--- src/rtl/fault_detect_mc_if.sv ---
// Stream/verdict bundle for the multi-channel band-metric fault detector.
// The bench drives through master; the detector attaches as slave.
interface fault_detect_mc_if #(
  parameter int AMP_W = 32,
  parameter int N_BIN = 512,
  parameter int N_CH  = 4
) ();
  localparam int BIN_W = $clog2(N_BIN);
  localparam int CH_W  = (N_CH > 1) ? $clog2(N_CH) : 1;
  localparam int ACC_W = AMP_W + BIN_W;

  logic [AMP_W-1:0] amp_i;
  logic             amp_vaild_i;
  logic [CH_W-1:0]  ch_i;
  logic             sof_i;
  logic [BIN_W-1:0] band_lo_i;
  logic [BIN_W-1:0] band_hi_i;
  logic [ACC_W-1:0] thresh_i;
  logic             mode_i;
  logic             fault_detected_o;
  logic             vaild_o;
  logic [CH_W-1:0]  fault_ch_o;
  logic [ACC_W-1:0] metric_o;
  logic             overrun_o;

  modport master (
    output amp_i, amp_vaild_i, ch_i, sof_i, band_lo_i, band_hi_i, thresh_i, mode_i,
    input  fault_detected_o, vaild_o, fault_ch_o, metric_o, overrun_o
  );

  modport slave (
    input  amp_i, amp_vaild_i, ch_i, sof_i, band_lo_i, band_hi_i, thresh_i, mode_i,
    output fault_detected_o, vaild_o, fault_ch_o, metric_o, overrun_o
  );
endinterface

--- src/rtl/fault_detect_mc.sv ---
// Multi-channel band energy/peak fault detector: per-channel frame FSM reduces
// a bin band to one metric and issues a registered, channel-tagged verdict.
module fault_detect_mc #(
  parameter int AMP_W = 32,
  parameter int N_BIN = 512,
  parameter int N_CH  = 4
) (
  input  logic             clk_i,
  input  logic             rst_i,
  fault_detect_mc_if.slave bus
);
  localparam int BIN_W = $clog2(N_BIN);
  localparam int CH_W  = (N_CH > 1) ? $clog2(N_CH) : 1;
  localparam int ACC_W = AMP_W + BIN_W;

  typedef enum logic {IDLE, ACCUM} state_t;

  state_t           state_q  [N_CH];
  state_t           state_d  [N_CH];
  logic [BIN_W-1:0] bin_q    [N_CH];
  logic [BIN_W-1:0] bin_d    [N_CH];
  logic [ACC_W-1:0] acc_q    [N_CH];
  logic [ACC_W-1:0] acc_d    [N_CH];
  logic [BIN_W-1:0] lo_q     [N_CH];
  logic [BIN_W-1:0] lo_d     [N_CH];
  logic [BIN_W-1:0] hi_q     [N_CH];
  logic [BIN_W-1:0] hi_d     [N_CH];
  logic [ACC_W-1:0] thresh_q [N_CH];
  logic [ACC_W-1:0] thresh_d [N_CH];
  logic             mode_q   [N_CH];
  logic             mode_d   [N_CH];

  logic             ready_q;
  logic             beat_ok;
  logic [BIN_W-1:0] bin_nxt;
  logic [ACC_W-1:0] acc_nxt;
  logic             verdict_d;
  logic             overrun_d;
  logic             fault_d;
  logic [ACC_W-1:0] metric_d;
  logic [CH_W-1:0]  ch_d;

  function automatic logic [ACC_W-1:0] contrib(
    input logic [ACC_W-1:0] acc,
    input logic [AMP_W-1:0] amp,
    input logic [BIN_W-1:0] bin,
    input logic [BIN_W-1:0] lo,
    input logic [BIN_W-1:0] hi,
    input logic             mode
  );
    logic [ACC_W-1:0] ext;
    ext     = ACC_W'(amp);
    contrib = acc;
    if ((bin >= lo) && (bin <= hi))
      contrib = mode ? ((ext > acc) ? ext : acc) : (acc + ext);
  endfunction

  // ready_q blocks beats on the first edge after reset release
  assign beat_ok = ready_q && bus.amp_vaild_i;

  always_comb begin
    state_d   = state_q;
    bin_d     = bin_q;
    acc_d     = acc_q;
    lo_d      = lo_q;
    hi_d      = hi_q;
    thresh_d  = thresh_q;
    mode_d    = mode_q;
    bin_nxt   = '0;
    acc_nxt   = '0;
    verdict_d = 1'b0;
    overrun_d = 1'b0;
    fault_d   = 1'b0;
    metric_d  = '0;
    ch_d      = '0;
    // Only channel ids below N_CH can match, so out-of-range beats fall through
    for (int unsigned c = 0; c < N_CH; c++) begin
      if (beat_ok && (bus.ch_i == CH_W'(c))) begin
        if (bus.sof_i) begin
          overrun_d   = (state_q[c] == ACCUM);
          state_d[c]  = ACCUM;
          bin_d[c]    = '0;
          lo_d[c]     = bus.band_lo_i;
          hi_d[c]     = bus.band_hi_i;
          thresh_d[c] = bus.thresh_i;
          mode_d[c]   = bus.mode_i;
          acc_d[c]    = contrib('0, bus.amp_i, '0, bus.band_lo_i, bus.band_hi_i, bus.mode_i);
        end else if (state_q[c] == ACCUM) begin
          bin_nxt = bin_q[c] + 1'b1;
          acc_nxt = contrib(acc_q[c], bus.amp_i, bin_nxt, lo_q[c], hi_q[c], mode_q[c]);
          if (bin_nxt == BIN_W'(N_BIN - 1)) begin
            verdict_d  = 1'b1;
            metric_d   = acc_nxt;
            fault_d    = (acc_nxt > thresh_q[c]);
            ch_d       = CH_W'(c);
            state_d[c] = IDLE;
            bin_d[c]   = '0;
            acc_d[c]   = '0;
          end else begin
            bin_d[c] = bin_nxt;
            acc_d[c] = acc_nxt;
          end
        end
      end
    end
  end

  always_ff @(posedge clk_i or negedge rst_i) begin
    if (!rst_i) begin
      for (int unsigned c = 0; c < N_CH; c++) begin
        state_q[c]  <= IDLE;
        bin_q[c]    <= '0;
        acc_q[c]    <= '0;
        lo_q[c]     <= '0;
        hi_q[c]     <= '0;
        thresh_q[c] <= '0;
        mode_q[c]   <= 1'b0;
      end
    end else begin
      state_q  <= state_d;
      bin_q    <= bin_d;
      acc_q    <= acc_d;
      lo_q     <= lo_d;
      hi_q     <= hi_d;
      thresh_q <= thresh_d;
      mode_q   <= mode_d;
    end
  end

  always_ff @(posedge clk_i or negedge rst_i) begin
    if (!rst_i) begin
      ready_q              <= 1'b0;
      bus.vaild_o          <= 1'b0;
      bus.overrun_o        <= 1'b0;
      bus.fault_detected_o <= 1'b0;
      bus.metric_o         <= '0;
      bus.fault_ch_o       <= '0;
    end else begin
      ready_q       <= 1'b1;
      bus.vaild_o   <= verdict_d;
      bus.overrun_o <= overrun_d;
      if (verdict_d) begin
        bus.fault_detected_o <= fault_d;
        bus.metric_o         <= metric_d;
        bus.fault_ch_o       <= ch_d;
      end
    end
  end
endmodule

--- src/flat_wrapper.sv ---
// flat-port wrapper written by rule: the top's interface ports become plain ports
module fault_detect_mc_flat 
#(
  parameter int AMP_W = 32,
  parameter int N_BIN = 512,
  parameter int N_CH  = 4
)
  (clk_i, rst_i, bus_amp_i, bus_amp_vaild_i, bus_ch_i, bus_sof_i, bus_band_lo_i, bus_band_hi_i, bus_thresh_i, bus_mode_i, bus_fault_detected_o, bus_vaild_o, bus_fault_ch_o, bus_metric_o, bus_overrun_o);
  fault_detect_mc_if #(.AMP_W(AMP_W), .N_BIN(N_BIN), .N_CH(N_CH)) bus_i ();
  input  logic clk_i;
  input  logic rst_i;
  input wire logic [$bits(bus_i.amp_i)-1:0] bus_amp_i;
  input wire logic [$bits(bus_i.amp_vaild_i)-1:0] bus_amp_vaild_i;
  input wire logic [$bits(bus_i.ch_i)-1:0] bus_ch_i;
  input wire logic [$bits(bus_i.sof_i)-1:0] bus_sof_i;
  input wire logic [$bits(bus_i.band_lo_i)-1:0] bus_band_lo_i;
  input wire logic [$bits(bus_i.band_hi_i)-1:0] bus_band_hi_i;
  input wire logic [$bits(bus_i.thresh_i)-1:0] bus_thresh_i;
  input wire logic [$bits(bus_i.mode_i)-1:0] bus_mode_i;
  output wire logic [$bits(bus_i.fault_detected_o)-1:0] bus_fault_detected_o;
  output wire logic [$bits(bus_i.vaild_o)-1:0] bus_vaild_o;
  output wire logic [$bits(bus_i.fault_ch_o)-1:0] bus_fault_ch_o;
  output wire logic [$bits(bus_i.metric_o)-1:0] bus_metric_o;
  output wire logic [$bits(bus_i.overrun_o)-1:0] bus_overrun_o;
  assign bus_i.amp_i = bus_amp_i;
  assign bus_i.amp_vaild_i = bus_amp_vaild_i;
  assign bus_i.ch_i = bus_ch_i;
  assign bus_i.sof_i = bus_sof_i;
  assign bus_i.band_lo_i = bus_band_lo_i;
  assign bus_i.band_hi_i = bus_band_hi_i;
  assign bus_i.thresh_i = bus_thresh_i;
  assign bus_i.mode_i = bus_mode_i;
  assign bus_fault_detected_o = bus_i.fault_detected_o;
  assign bus_vaild_o = bus_i.vaild_o;
  assign bus_fault_ch_o = bus_i.fault_ch_o;
  assign bus_metric_o = bus_i.metric_o;
  assign bus_overrun_o = bus_i.overrun_o;
  fault_detect_mc #(.AMP_W(AMP_W), .N_BIN(N_BIN), .N_CH(N_CH)) u_core (.clk_i(clk_i), .rst_i(rst_i), .bus(bus_i));
endmodule
--- config.mk ---
export PLATFORM = sky130hd
export DESIGN_NAME = fault_detect_mc_flat
export DESIGN_NICKNAME = d
export VERILOG_FILES = /design/src/rtl/fault_detect_mc_if.sv /design/src/rtl/fault_detect_mc.sv /design/src/flat_wrapper.sv
export SDC_FILE = /design/constraint.sdc
export NUM_CORES = 2
export LEC_CHECK = 0
export ABC_AREA = 1
export BUFFER_PORTS_ARGS = -buffer_cell sky130_fd_sc_hd__buf_2
export CAP_MARGIN = 10
export CORE_ASPECT_RATIO = 0.9
export CORE_MARGIN = 5
export CORE_UTILIZATION = 50
export CTS_CLUSTER_DIAMETER = 150
export DETAILED_ROUTE_END_ITERATION = 16
export PLACE_DENSITY = 0.66
export SYNTH_ARGS = -nofsm -noshare
export SYNTH_HDL_FRONTEND = slang
export SYNTH_SLANG_ARGS = --single-unit
--- constraint.sdc ---
create_clock -name clk_i -period 5.76 [get_ports clk_i]
set_clock_uncertainty 0.05 [all_clocks]
set_input_delay 0.864 -clock clk_i [delete_from_list [all_inputs] [get_ports clk_i]]
set_output_delay 0.864 -clock clk_i [all_outputs]
set_load 0.02 [all_outputs]
==> metrics <==
Nets approximately 7.9k; largest net degree at the start of global routing 144; commonest non-fill, non-tap cell in the layout nand2_1; Critical Path AT 6.02 ns; Tot GR Track Use between 40% and 50%; Vias/cell just under 6; Yosys top cell area share 27.1%; dpl cells 8357; Slew Limit Fails 0; Unique masters post-synth 63; Worst R2R Start u_core.acc_q[138]; cell mode on critical path nand2_1; # rows between 100 and 150; Cells after Synth between 6k and 7k; Final Setup Violations 0; share of post-route cells with drive strength above 1 under 10%; die area ~97000 um^2; Die Wd between 300 and 400 um; DRC Markers 0; WL/cell about 25 um; CP Max Fanout 7; Final Hold Violating Endpoints 0; worst slack, placed -0.179 ns; Core Box Area 89700 um^2; Worst Hold Class input port to async pin; synth warn 0; Setup crit start kind flop; status finished, final reports clean; Mean Syn Cell Area between 6 and 7 um^2; initial drt markers about 6.5k; Pre-antenna DRT Iters 8; ys async rst share 100%; hold buffer count at cts 0; number of synthesized flops with an enable pin 0; number of global-route vias before repair about 46k; via count about 50k; worst slew pin tran ~1.1 ns; Setup CP Type flop to flop; Pwr Density ~410 nW/um^2; Pwr Total 0.0210 W; final wirelength roughly 210000 um; post-layout min period about 5.5 ns; initial antenna violation count 30; TritonCTS clock tree built; largest area contributor in the netlist dfrtp_1; post-route setup slack 0.259 ns; total clock sinks about 490; number of CTS-inserted buffers 57; commonest register cell after synthesis dfrtp_1; P_leak ~27 nW; gr ovfl total 0; Fillers about 8.9k; Clock Pin Slew Worst Setup and Hold Paths ~0.07 ns; critical path's slowest cell ha_1; die height 296 um; syn nets 7588; Starting Density 50.5%; H-tree Lvls 2; Worst-Skew Late Latency about 0.68 ns; first-pass GRT wire length slightly above 300000 um; Setup crit start u_core.acc_q[138]; antenna viol nets, final 0; max-slew headroom at the worst pin around 28%; Layout area overhead 12.4%; most frequent cells in the layout nand2_1, inv_1, nor2_1, o21ai_0, nand3_1; Synth area leaders dfrtp_1, nand2_1, ha_1, inv_1, o21ai_0; worst-case clock buffer depth 3; dpl hpwl between 150000 and 200000 um; setup TNS 0 ns; CP peak stage delay around 0.55 ns; sequential cell area fraction in the yosys report between 20 and 30%; post-route insts no fill approximately 8.5k; gp weighted congestion between 1 and 1.5; Port Buffers about 140; Yosys reg bits 491; fin crit share between 90% and 100%; cell area after synthesis around 45000 um^2; num ports 144; Critical Path RT 6.28 ns; FMAX 182 MHz; CP Capture Type flop; root buffer cell clkbuf_16; Max VDD drop 0.000363 V; Max Cap Violations 0
## metrics by stage
stage / hold WS [ns] / util (%) / cell area, um^2
global route: 0.199 / 56.8 / 50900
global placement: 0.419 / 54.4 / 48800
floorplan: 0.409 / - / 45300
CTS: 0.180 / 56.6 / 50800
detailed placement: 0.431 / 54.4 / 48800
finish: 0.140 / 56.8 / 50900
## worst paths after layout
| check | endpoint | slack [ns] | cells past startpoint |
|---|---|---|---|
| worst max register to register | u_core.bus.fault_detected_o | 0.26 | 30 |
| max in group asynchronous | u_core.acc_q[129] | 4.14 | 2 |
| worst min register to register | u_core.bus.fault_ch_o[1] | 0.44 | 2 |
| worst max-delay path | u_core.bus.fault_detected_o | 0.26 | 30 |
| min in group clk_i | u_core.thresh_q[48] | 0.41 | 3 |
| worst min-delay path | u_core.bin_q[2] | 0.14 | 1 |
## synth_stat cells (19+ instances only)
master    count
nand4_1      92
o21bai_1     27
buf_2        59
nor4_1       28
nand3_1     501
a21boi_0     21
ha_1        500
nand2_2      20
inv_1       994
inv_2        27
a31oi_1      40
clkbuf_1    120
a21oi_1     497
o21ai_1      39
o21a_1       39
buf_1        19
nand2_1    1928
nor2_1      603
o22ai_1      54
a21boi_1     21
nor3_1       69
dfrtp_1     491
o21ai_0     546
o211ai_1     19
xor2_1       26
a21o_1       21
or2_2        19
## per-layer routing
layer	wire length [um]	part of all wire, %	track usage (%)	up-vias
met3	25600	12	12.2	599
li1	-	-	-	23200
met1	87900	42	57.7	23400
met5	232	0.11	0.870	-
met4	13800	6.6	21.9	20
met2	83000	39	59.8	3014
## flip-flops by register name, indices dropped and copies added (netlist names), 2 cells and up
name / flops
u_core.bus.fault_ch_o: 2
u_core.bin_q: 36
u_core.bus.metric_o: 41
u_core.state_q: 4
u_core.lo_q: 36
u_core.hi_q: 36
u_core.acc_q: 164
u_core.mode_q: 4
u_core.thresh_q: 164
## critical path, delay by kind of cell (launching register included)
| kind | cells | cell delay [ns] |
|---|---|---|
| AO/OA/AOI/OAI | 7 | 1.21 |
| buffers and inverters | 3 | 0.45 |
| adder cells (fa/ha/maj) | 2 | 0.88 |
| flip-flops | 1 | 0.40 |
| AND/OR/NAND/NOR | 18 | 2.41 |
## power by group
group / internal, W / switching [W] / total, W / leakage (nW)
Clock: 0.00230 / 0.00171 / 0.00401 / 0.954
Combinational: 0.00395 / 0.00820 / 0.0122 / 20.1
Sequential: 0.00425 / 0.000611 / 0.00486 / 6.00
Total: 0.0105 / 0.0105 / 0.0210 / 27.0
## timing repair
action                     in CTS  in global routing
gates resized for setup         0                 13
setup buffers                   0                  5
setup endpoints to repair       0                  1
## cell families after synthesis
group	count (synthesis)	synth area share, %
xor+xnor	27	0.539
flops	491	27.1
other cells	1	0.00828
buf+inv	1246	10.7
fa+ha+maj	504	14.0
compound gates	1367	16.5
simple gates	3350	31.1
## final cells by class
cell class	instances	area (um^2)	area share (%)
clock buffer	72	1540	3.03
timing repair buffer	428	3030	5.95
inverter	1029	3870	7.60
tap	1166	1460	2.86
clock inverter	28	453	0.889
antenna	17	42.5	0.0835
multi-input combinational	5249	28200	55.4
sequential	491	12300	24.1
(Power assumes the default switching activity.)
